<file path="src/rtl/alu_arbiter.sv">
`default_nettype none
// ============================================================================
// Module   : alu_arbiter
// Brief    : Two-port arbiter sharing one combinational ALU. Each accepted
//            operation runs IDLE -> EXEC -> RESP and holds its response until
//            the consumer takes it. Defining ALU_ARB_ROUND_ROBIN_EN selects
//            round-robin contention. Left undefined, port 0 has fixed priority.
// Revision : 1.0 - initial release
// ============================================================================
module alu_arbiter #(
    parameter int WIDTH = 32
) (
    input  logic             clk,
    input  logic             rst_n,
    input  logic             req0,
    input  logic             req1,
    input  logic [3:0]       op0,
    input  logic [3:0]       op1,
    input  logic [WIDTH-1:0] a0,
    input  logic [WIDTH-1:0] b0,
    input  logic [WIDTH-1:0] a1,
    input  logic [WIDTH-1:0] b1,
    output logic             gnt0,
    output logic             gnt1,
    output logic [WIDTH-1:0] alu_a,
    output logic [WIDTH-1:0] alu_b,
    output logic [3:0]       alu_ctl,
    input  logic [WIDTH-1:0] alu_result,
    output logic             rsp_valid,
    output logic             rsp_id,
    output logic [WIDTH-1:0] rsp_data,
    output logic             rsp_err,
    input  logic             rsp_ready,
    output logic             busy
);

    localparam logic [1:0] c_st_idle = 2'd0;
    localparam logic [1:0] c_st_exec = 2'd1;
    localparam logic [1:0] c_st_resp = 2'd2;

    logic [1:0] r_state;
    logic       r_last;     // index of the port granted most recently
    logic       w_idle;
    logic       w_prio0;
    logic       w_illegal;

    assign w_idle = (r_state == c_st_idle);

`ifdef ALU_ARB_ROUND_ROBIN_EN
    assign w_prio0 = r_last;
`else
    // The pointer is still tracked but can never change the outcome here.
    assign w_prio0 = r_last | 1'b1;
`endif

    assign gnt0 = rst_n & w_idle & req0 & (~req1 | w_prio0);
    assign gnt1 = rst_n & w_idle & req1 & (~req0 | ~w_prio0);

    always_comb begin
        w_illegal = 1'b1;
        case (alu_ctl)
            4'b0000, 4'b0001, 4'b0010, 4'b0110,
            4'b1000, 4'b1001, 4'b1011: w_illegal = 1'b0;
            default:                   w_illegal = 1'b1;
        endcase
    end

    assign rsp_valid = (r_state == c_st_resp);
    assign busy      = ~w_idle;

    always_ff @(posedge clk or negedge rst_n) begin
        if (!rst_n) begin
            r_state  <= c_st_idle;
            r_last   <= 1'b1;
            alu_a    <= '0;
            alu_b    <= '0;
            alu_ctl  <= 4'b0000;
            rsp_id   <= 1'b0;
            rsp_data <= '0;
            rsp_err  <= 1'b0;
        end else begin
            case (r_state)
                c_st_idle: begin
                    if (gnt0 | gnt1) begin
                        r_state <= c_st_exec;
                        r_last  <= gnt1;
                        rsp_id  <= gnt1;
                        alu_ctl <= gnt1 ? op1 : op0;
                        alu_a   <= gnt1 ? a1  : a0;
                        alu_b   <= gnt1 ? b1  : b0;
                    end
                end
                c_st_exec: begin
                    r_state  <= c_st_resp;
                    rsp_err  <= w_illegal;
                    rsp_data <= w_illegal ? '0 : alu_result;
                end
                c_st_resp: begin
                    if (rsp_ready) begin
                        r_state <= c_st_idle;
                    end
                end
                default: r_state <= c_st_idle;
            endcase
        end
    end

endmodule
`default_nettype wire

</file>
<file path="config.mk">
export PLATFORM = sky130hd
export DESIGN_NAME = alu_arbiter
export DESIGN_NICKNAME = d
export VERILOG_FILES = /design/src/rtl/alu_arbiter.sv
export SDC_FILE = /design/constraint.sdc
export NUM_CORES = 1
export LEC_CHECK = 0
export ABC_AREA = 0
export CORE_ASPECT_RATIO = 1.2
export CORE_MARGIN = 4
export CORE_UTILIZATION = 34
export DETAILED_ROUTE_END_ITERATION = 10
export MAX_ROUTING_LAYER = met4
export PLACE_DENSITY = 0.76
export SYNTH_ARGS = -nofsm -noshare
export SYNTH_HDL_FRONTEND = slang
export SYNTH_SLANG_ARGS = --single-unit
</file>
<file path="constraint.sdc">
create_clock -name clk -period 1.8 [get_ports clk]
set_clock_uncertainty 0.1 [all_clocks]
set_input_delay 0.18 -clock clk [delete_from_list [all_inputs] [get_ports clk]]
set_output_delay 0.18 -clock clk [all_outputs]
set_load 0.02 [all_outputs]
</file>
==> metrics.md, run 1 <==
| Metric | Value |
|---|---|
| Critical-path cell list | `or3b_4 -> buf_12 -> o32a_1 -> o221a_2` |
| Worst vdd rail ir drop | `0.8615 mV` |
| Total design power | `12.79 mW` |
| Core ar. | `~0.014 sq mm` |
| FF+latch area | `about 0.0026 sq mm` |
| Max_slew headroom | `52.30%` |
| NetSw | `4.683 mW` |
| Layout cells sized above 1 | `17.43%` |
| DRT Pass-1 Iters | `4` |
| Global-route usage over all layers | `21.19%` |
| Effective utilization at floorplan | `34.58%` |
| Clk buf depth | `2` |
| Slowest-stage cell, CP | `dfrtp_2` |
| Avg Cell Area, Syn | `11.75 sq um` |
| Worst-margin pin slew | `0.7155 ns` |
| Post-synthesis cell type count | `21` |
| Crit start category | `register` |
| Hold Vio Cnt, Final | `50` |
| Most frequent cells in the layout | `273 x clkdlybuf4s50_1, 103 x dfrtp_1, 65 x o221a_2, 65 x nand2_1, 64 x o32a_1` |
| Drt drc | `0` |
| H-Tree Depth | `3` |
| Status | `finished with violations` |
| Post-DRT Antenna Nets | `0` |
| P per Cell Area | `1564 mW/mm^2` |
| Placed Area | `0.007787 sq mm` |
| Critical path's top delay family | `compound AO/OA/AOI/OAI gates` |
| Clock sink count | `104` |
| Pleak | `3.197 nW` |
| Cell Area, Synth | `0.004758 sq mm` |
| Layout fillers | `about 1100` |
| Most common cell after layout, fill and taps aside | `clkdlybuf4s50_1` |
| Port Buffers | `278` |
| Post-route setup slack | `0.02369 ns` |
| Final Max Slew Viols | `0` |
| HPWL after DPL | `12520 um` |
| CTS tree | `yes` |
| Switching portion of total power | `36.62%` |
| CP max stage delay | `0.44 ns` |
| Register share of total power | `33.3%` |
| Max Used Layer | `met4` |
| Area occupied by multi-input gates | `approximately 0.002 sq mm` |
| Final setup viols | `0` |
| Logic pwr share | `50.1%` |
| WL per Instance | `20.16 um` |
| Area Growth Syn to Fin | `71.79%` |
| Share of total power in the clock network | `16.6%` |
| Period utilization | `roughly 100%` |
| CTS root buf | `clkbuf_16` |
| Fin nets | `845` |
| Req. time, crit path | `1.92 ns` |
| Worst-path fanout max | `46` |
| Cell area after layout | `~0.0082 sq mm` |
| DRT met1 WL | `6802 um` |
| Hold WC Path Type | `input pin to async pin` |
| Clock Pin Slew Worst Setup and Hold Paths | `~0.07 ns` |
| Die area | `between 0.015 and 0.02 sq mm` |
| Routed via count | `between 4000 and 5000` |
| CP Data Arrival Time | `1.90 ns` |
| Gpl congestion | `approximately 0.78` |
| Maximum clock frequency | `563.0 MHz` |
| Worst hold slack | `-0.03463 ns` |
| Max-cap violation count | `0` |
| Global route overflow | `0` |
| Synthesis Warnings | `0` |
| Post-synth net total | `578` |
| Iter 0 DRT Violations | `305` |
| Die W | `116.0 um` |
| Sequential-to-total area share from yosys stat | `54.69%` |
| Int Pwr | `~8 mW` |
| Place WS | `-0.1634 ns` |
| Met3 routed WL | `1108 um` |
| Worst Setup End Kind | `register` |
| Ports | `between 200 and 300` |
| Diodes inserted | `0` |
| RSZ-0062 raised after global routing | `true` |
| Row Count | `47` |
| Count of mapped cells out of synthesis | `405` |
| Vias in the first global route | `5123` |
| Minimum clock period | `about 1.8 ns` |
| Largest net degree at the start of global routing | `55` |
| WP buf/inv | `1` |
| Die Height | `137.6 um` |
| Final wirelength | `17090 um` |
| Violated checks | `hold timing` |
| Reg2Reg Setup Slack | `approximately 0.024 ns` |
| WL met2 | `8671 um` |
| Worst-Skew Late Latency | `0.34 ns` |
| CTS buffer count | `9` |
| DR vias/cell | `5.581` |
| FF+latch count, synth | `104` |
| WS Path Type | `register to register` |
| Final Util | `between 50 and 60%` |
| Initial antenna violation count | `0` |
| First-pass GRT wire length | `26030 um` |
==> Yosys cell counts <==
cell       number  share of area, %
dfrtp_1       104                55
a21boi_0        1              0.16
a21oi_1        33               3.5
buf_1           2              0.16
nor3b_1         1              0.16
nor2_1          2              0.16
inv_1           3              0.24
clkbuf_1       36               2.8
o21ai_0         1              0.11
buf_6           2              0.47
or3b_1          1              0.18
buf_2           7              0.74
o221a_2        65                15
nor2b_1         2              0.26
o32a_1         64                13
nand2b_1        4              0.53
o2bb2ai_1       4              0.74
a22oi_1         4              0.63
a21o_1          1              0.16
nand2_1        66               5.2
or2_2           2              0.26
==> routing by layer <==
metal	vias to the layer above	global-route usage [%]
met5	-	-
met4	0	8.640
met3	46	4.482
met2	228	35.60
met1	2301	24.70
li1	2158	-
==> what timing repair did <==
action | CTS | global route
endpoints found under the setup margin | 68 | 66
gates cloned | 0 | 1
setup buffers | 0 | 1
endpoints found under the hold margin | 50 | 0
resized for setup | 15 | 9
==> power groups by stage <==
stage	clock [mW]	combinational, mW	sequential [mW]
3_5_place_dp	0	6.42	4.26
4_1_cts	2.17	6.43	4.25
6_report	2.12	6.41	4.26
2_1_floorplan	0	1.88	5.50
3_3_place_gp	0	6.30	4.22
5_1_grt	2.28	6.79	4.41
==> flip-flops by register name (all words and copies together), names as in the netlist <==
name      count
alu_b        32
r_state       2
alu_a        32
rsp_id        1
rsp_data     32
alu_ctl       4
rsp_err       1
==> metrics by stage <==
stage,cells,TNS [ns]
6_report,848,0
5_1_grt,848,-0.05798
4_1_cts,846,-0.05937
3_5_place_dp,830,-7.614
3_3_place_gp,830,-5.651
2_1_floorplan,405,0
==> worst reg2reg max path: stages (launching register included) <==
cell and delay [ns]:
dfrtp_2 0.44, or3b_4 0.42, buf_12 0.19, o32a_1 0.39
o221a_2 0.12
==> area by class of cell <==
type	count	share of cell area, %
clock buffer	9	2.755
clock inverter	7	1.209
inverter	3	0.1378
multi-input combinational	251	24.05
sequential	104	31.85
tap	171	2.617
timing repair buffer	303	37.38
==> final timing paths <==
path                                   startpoint                       end  cells past startpoint
hold / removal                              rst_n    r_state[1]$_DFFE_PN0P_                      3
setup / recovery           r_state[1]$_DFFE_PN0P_      alu_b[3]$_DFFE_PN0P_                      4
setup reg to reg           r_state[1]$_DFFE_PN0P_      alu_b[3]$_DFFE_PN0P_                      4
max in group asynchronous                   rst_n     alu_a[24]$_DFFE_PN0P_                      4
min in group clk                   alu_result[27]  rsp_data[27]$_DFFE_PN0N_                      3
hold reg to reg               rsp_err$_DFFE_PN0N_       rsp_err$_DFFE_PN0N_                      1
==> logic make-up (layout without fill, tap and decap cells) <==
logic type,Yosys count,in the layout,synth area share (%)
AO/OA/AOI/OAI,173,173,34.10
AND/OR/NAND/NOR,78,78,6.758
buffers and inverters,50,322,4.444
flip-flops,104,104,54.69
Note: power is estimated with default switching activity, not from simulation.
==> inputs of run 2 (changes only) <==
CORE_UTILIZATION = 30   (was 34)
PLACE_DENSITY = 0.69   (was 0.76)
==> run 2 against run 1 <==
Effect of this change: the run ends with setup timing left; clock power shrank 10%; non-clock buffer count rose by 6; design area up 1.4%.
==> metrics.md, run 2 (synthesized netlist as in run 1, its figures left out) <==
| Metric | Value |
|---|---|
| Die area | `0.01795 sq mm (+12%)` |
| Crit start category | `register` |
| Reg2reg end | `alu_a[5]$_DFFE_PN0P_` |
| Crit. path cell count | `5 (+1)` |
| Hold Vio Cnt, Final | `0 (-100%)` |
| CTS tree | `yes` |
| H-Tree Depth | `3 (unchanged)` |
| Effective utilization at floorplan | `30.55% (-4.0 points)` |
| Layout fillers | `1349 (+19%)` |
| Setup crit start | `r_state[0]$_DFFE_PN0P_` |
| Vias in the first global route | `5059 (-1.2%)` |
| Worst-margin pin slew | `0.5265 ns (-0.1890 ns)` |
| Period utilization | `100.4% (+1.7 points)` |
| Crit path to | `alu_a[5]$_DFFE_PN0P_` |
| Cell area after layout | `0.008285 sq mm (+1.4%)` |
| Max-cap violation count | `0 (unchanged)` |
| P per Cell Area | `1531 mW/mm^2 (-2.1%)` |
| Worst-Skew Late Latency | `0.34 ns (about the same)` |
| Max_slew headroom | `64.90% (+13 points)` |
| Final wirelength | `17920 um (+4.8%)` |
| Reg2Reg Setup Slack | `-0.007 ns (-0.03 ns)` |
| DRT Pass-1 Iters | `5 (+1)` |
| Fin nets | `851 (+0.71%)` |
| Placed Area | `0.007821 sq mm (+0.43%)` |
| Gpl congestion | `0.7514 (-3.6%)` |
| CTS buffer count | `9 (unchanged)` |
| Layout cells sized above 1 | `17.86% (+0.43 points)` |
| Post-route setup slack | `-0.006789 ns (-0.03048 ns)` |
| Worst-path fanout max | `22 (-52%)` |
| WS Path Type | `register to register` |
| CP Data Arrival Time | `1.93 ns (+0.03 ns)` |
| CP max stage delay | `0.42 ns (-0.02 ns)` |
| Global route overflow | `0 (unchanged)` |
| DR vias/cell | `5.378 (-3.6%)` |
| Pleak | `3.227 nW (+0.95%)` |
| Drt drc | `0 (unchanged)` |
| Minimum clock period | `1.807 ns (+0.03048 ns)` |
| CTS root buf | `clkbuf_16` |
| Dpl cells | `867 (+4.5%)` |
| Post-DRT Antenna Nets | `0 (unchanged)` |
| Place WS | `-0.1348 ns (+0.02868 ns)` |
| HPWL after DPL | `12700 um (+1.4%)` |
| Ports | `279 (unchanged)` |
| Slowest-stage cell, CP | `or3b_4` |
| Largest regs | `alu_a (32), alu_b (32), rsp_data (32)` |
| Worst Setup End Kind | `register` |
| Final setup viols | `1 (+1)` |
| WL per Instance | `20.11 um (-0.22%)` |
| Worst vdd rail ir drop | `0.6180 mV (-28%)` |
| RSZ-0062 raised after global routing | `true` |
| Core ar. | `0.01558 sq mm (+13%)` |
| Die Height | `146.0 um (+6.1%)` |
| Hold WC Path Type | `input pin to async pin` |
| Reg2reg path depth | `5 (+1)` |
| Most common cell after layout, fill and taps aside | `clkdlybuf4s50_1` |
| Iter 0 DRT Violations | `289 (-5.2%)` |
| Critical-path cell list | `or3b_4 -> buf_6 -> buf_12 -> o32a_1 -> o221a_2` |
| Clock sink count | `104 (unchanged)` |
| Initial antenna violation count | `0 (unchanged)` |
| Die W | `123.0 um (+6.0%)` |
| Violated checks | `setup timing` |
| WP buf/inv | `2 (+1)` |
| Final Util | `53.19% (-6.2 points)` |
| Area Growth Syn to Fin | `74.13%` |
| Critical path's top delay family | `compound AO/OA/AOI/OAI gates` |
| Port Buffers | `278 (unchanged)` |
| First-pass GRT wire length | `26970 um (+3.6%)` |
| Row Count | `50 (+6.4%)` |
| Diodes inserted | `0 (unchanged)` |
| Maximum clock frequency | `553.5 MHz (-1.7%)` |
| R2r startpoint | `r_state[0]$_DFFE_PN0P_` |
| Req. time, crit path | `1.92 ns (about the same)` |
| Global-route usage over all layers | `19.52% (-1.7 points)` |
| Largest net degree at the start of global routing | `58 (+5.5%)` |
| Clock Pin Slew Worst Setup and Hold Paths | `0.07 ns (about the same)` |
| Clk buf depth | `2 (unchanged)` |
| Total design power | `12.69 mW (-0.79%)` |
| Status | `finished with violations` |
| Routed via count | `4792 (+1.2%)` |
| Layout Cells excl Fill | `891 (+5.1%)` |
| Final Max Slew Viols | `0 (unchanged)` |
| Most frequent cells in the layout | `273 x clkdlybuf4s50_1, 104 x dfrtp_1, 65 x o221a_2, 65 x nand2_1, 64 x o32a_1` |
## run 2: what timing repair did
| item | 4_1_cts | 5_1_grt |
|---|---|---|
| hold endpoints to repair | 56 | 0 |
| gates resized for setup | 26 | 12 |
| endpoints found under the setup margin | 69 | 115 |
| gates cloned | 2 | 2 |
| hold buffers | 2 | 0 |
| setup buffers | 3 | 0 |
| pin swaps | 3 | 3 |
## run 2: layer usage
layer | wire, um | GRT usage, % | part of all wire [%] | vias up
met5 | 0 | - | 0 | -
met4 | 422 | 7.283 | 2.4 | 0
met3 | 1349 | 3.849 | 7.5 | 30
met2 | 9244 | 33.13 | 52 | 233
met1 | 6904 | 22.59 | 39 | 2360
li1 | - | - | - | 2169
## run 2: worst min-delay path, stage by stage
cell and delay, ns:
buf_4 0.10, buf_4 0.10, dlygate4sd3_1 0.61
## run 2: worst min-delay path by stage
stage                             endpoint  slack, ns  cells past startpoint
finish              r_state[1]$_DFFE_PN0P_       0.21                      3
detailed placement     rsp_err$_DFFE_PN0N_       0.01                      2
floorplan             alu_a[0]$_DFFE_PN0P_      -0.22                      0
global route        r_state[1]$_DFFE_PN0P_       0.21                      3
global placement       rsp_err$_DFFE_PN0N_      0.008                      2
CTS                 r_state[1]$_DFFE_PN0P_       0.19                      3
## run 2: cell type report
class	instances	area [sq um]	area share (%)
repair buffers	309	3157	38.10
flip-flops and latches	104	2603	31.41
multi-input cells	251	1966	23.72
clock buffers	10	239.0	2.884
clock inverters	6	50.05	0.6040
inverters	3	11.26	0.1359
well taps	208	260.3	3.141
## run 2: per-stage QoR
| stage | TNS (ns) | hold WS [ns] |
|---|---|---|
| 5_1_grt | -1.498 | 0.2142 |
| 2_1_floorplan | 0 | -0.2156 |
| 6_report | -0.006789 | 0.2088 |
| 4_1_cts | 0 | 0.1860 |
| 3_3_place_gp | -3.889 | 0.008001 |
| 3_5_place_dp | -5.211 | 0.009793 |
## run 2: power breakdown
part | switching [mW] | leakage, nW | internal (mW)
clock | 0.902 | 0.141 | 0.997
combinational | 3.01 | 1.83 | 3.52
sequential | 0.839 | 1.25 | 3.42
total | 4.75 | 3.23 | 7.93
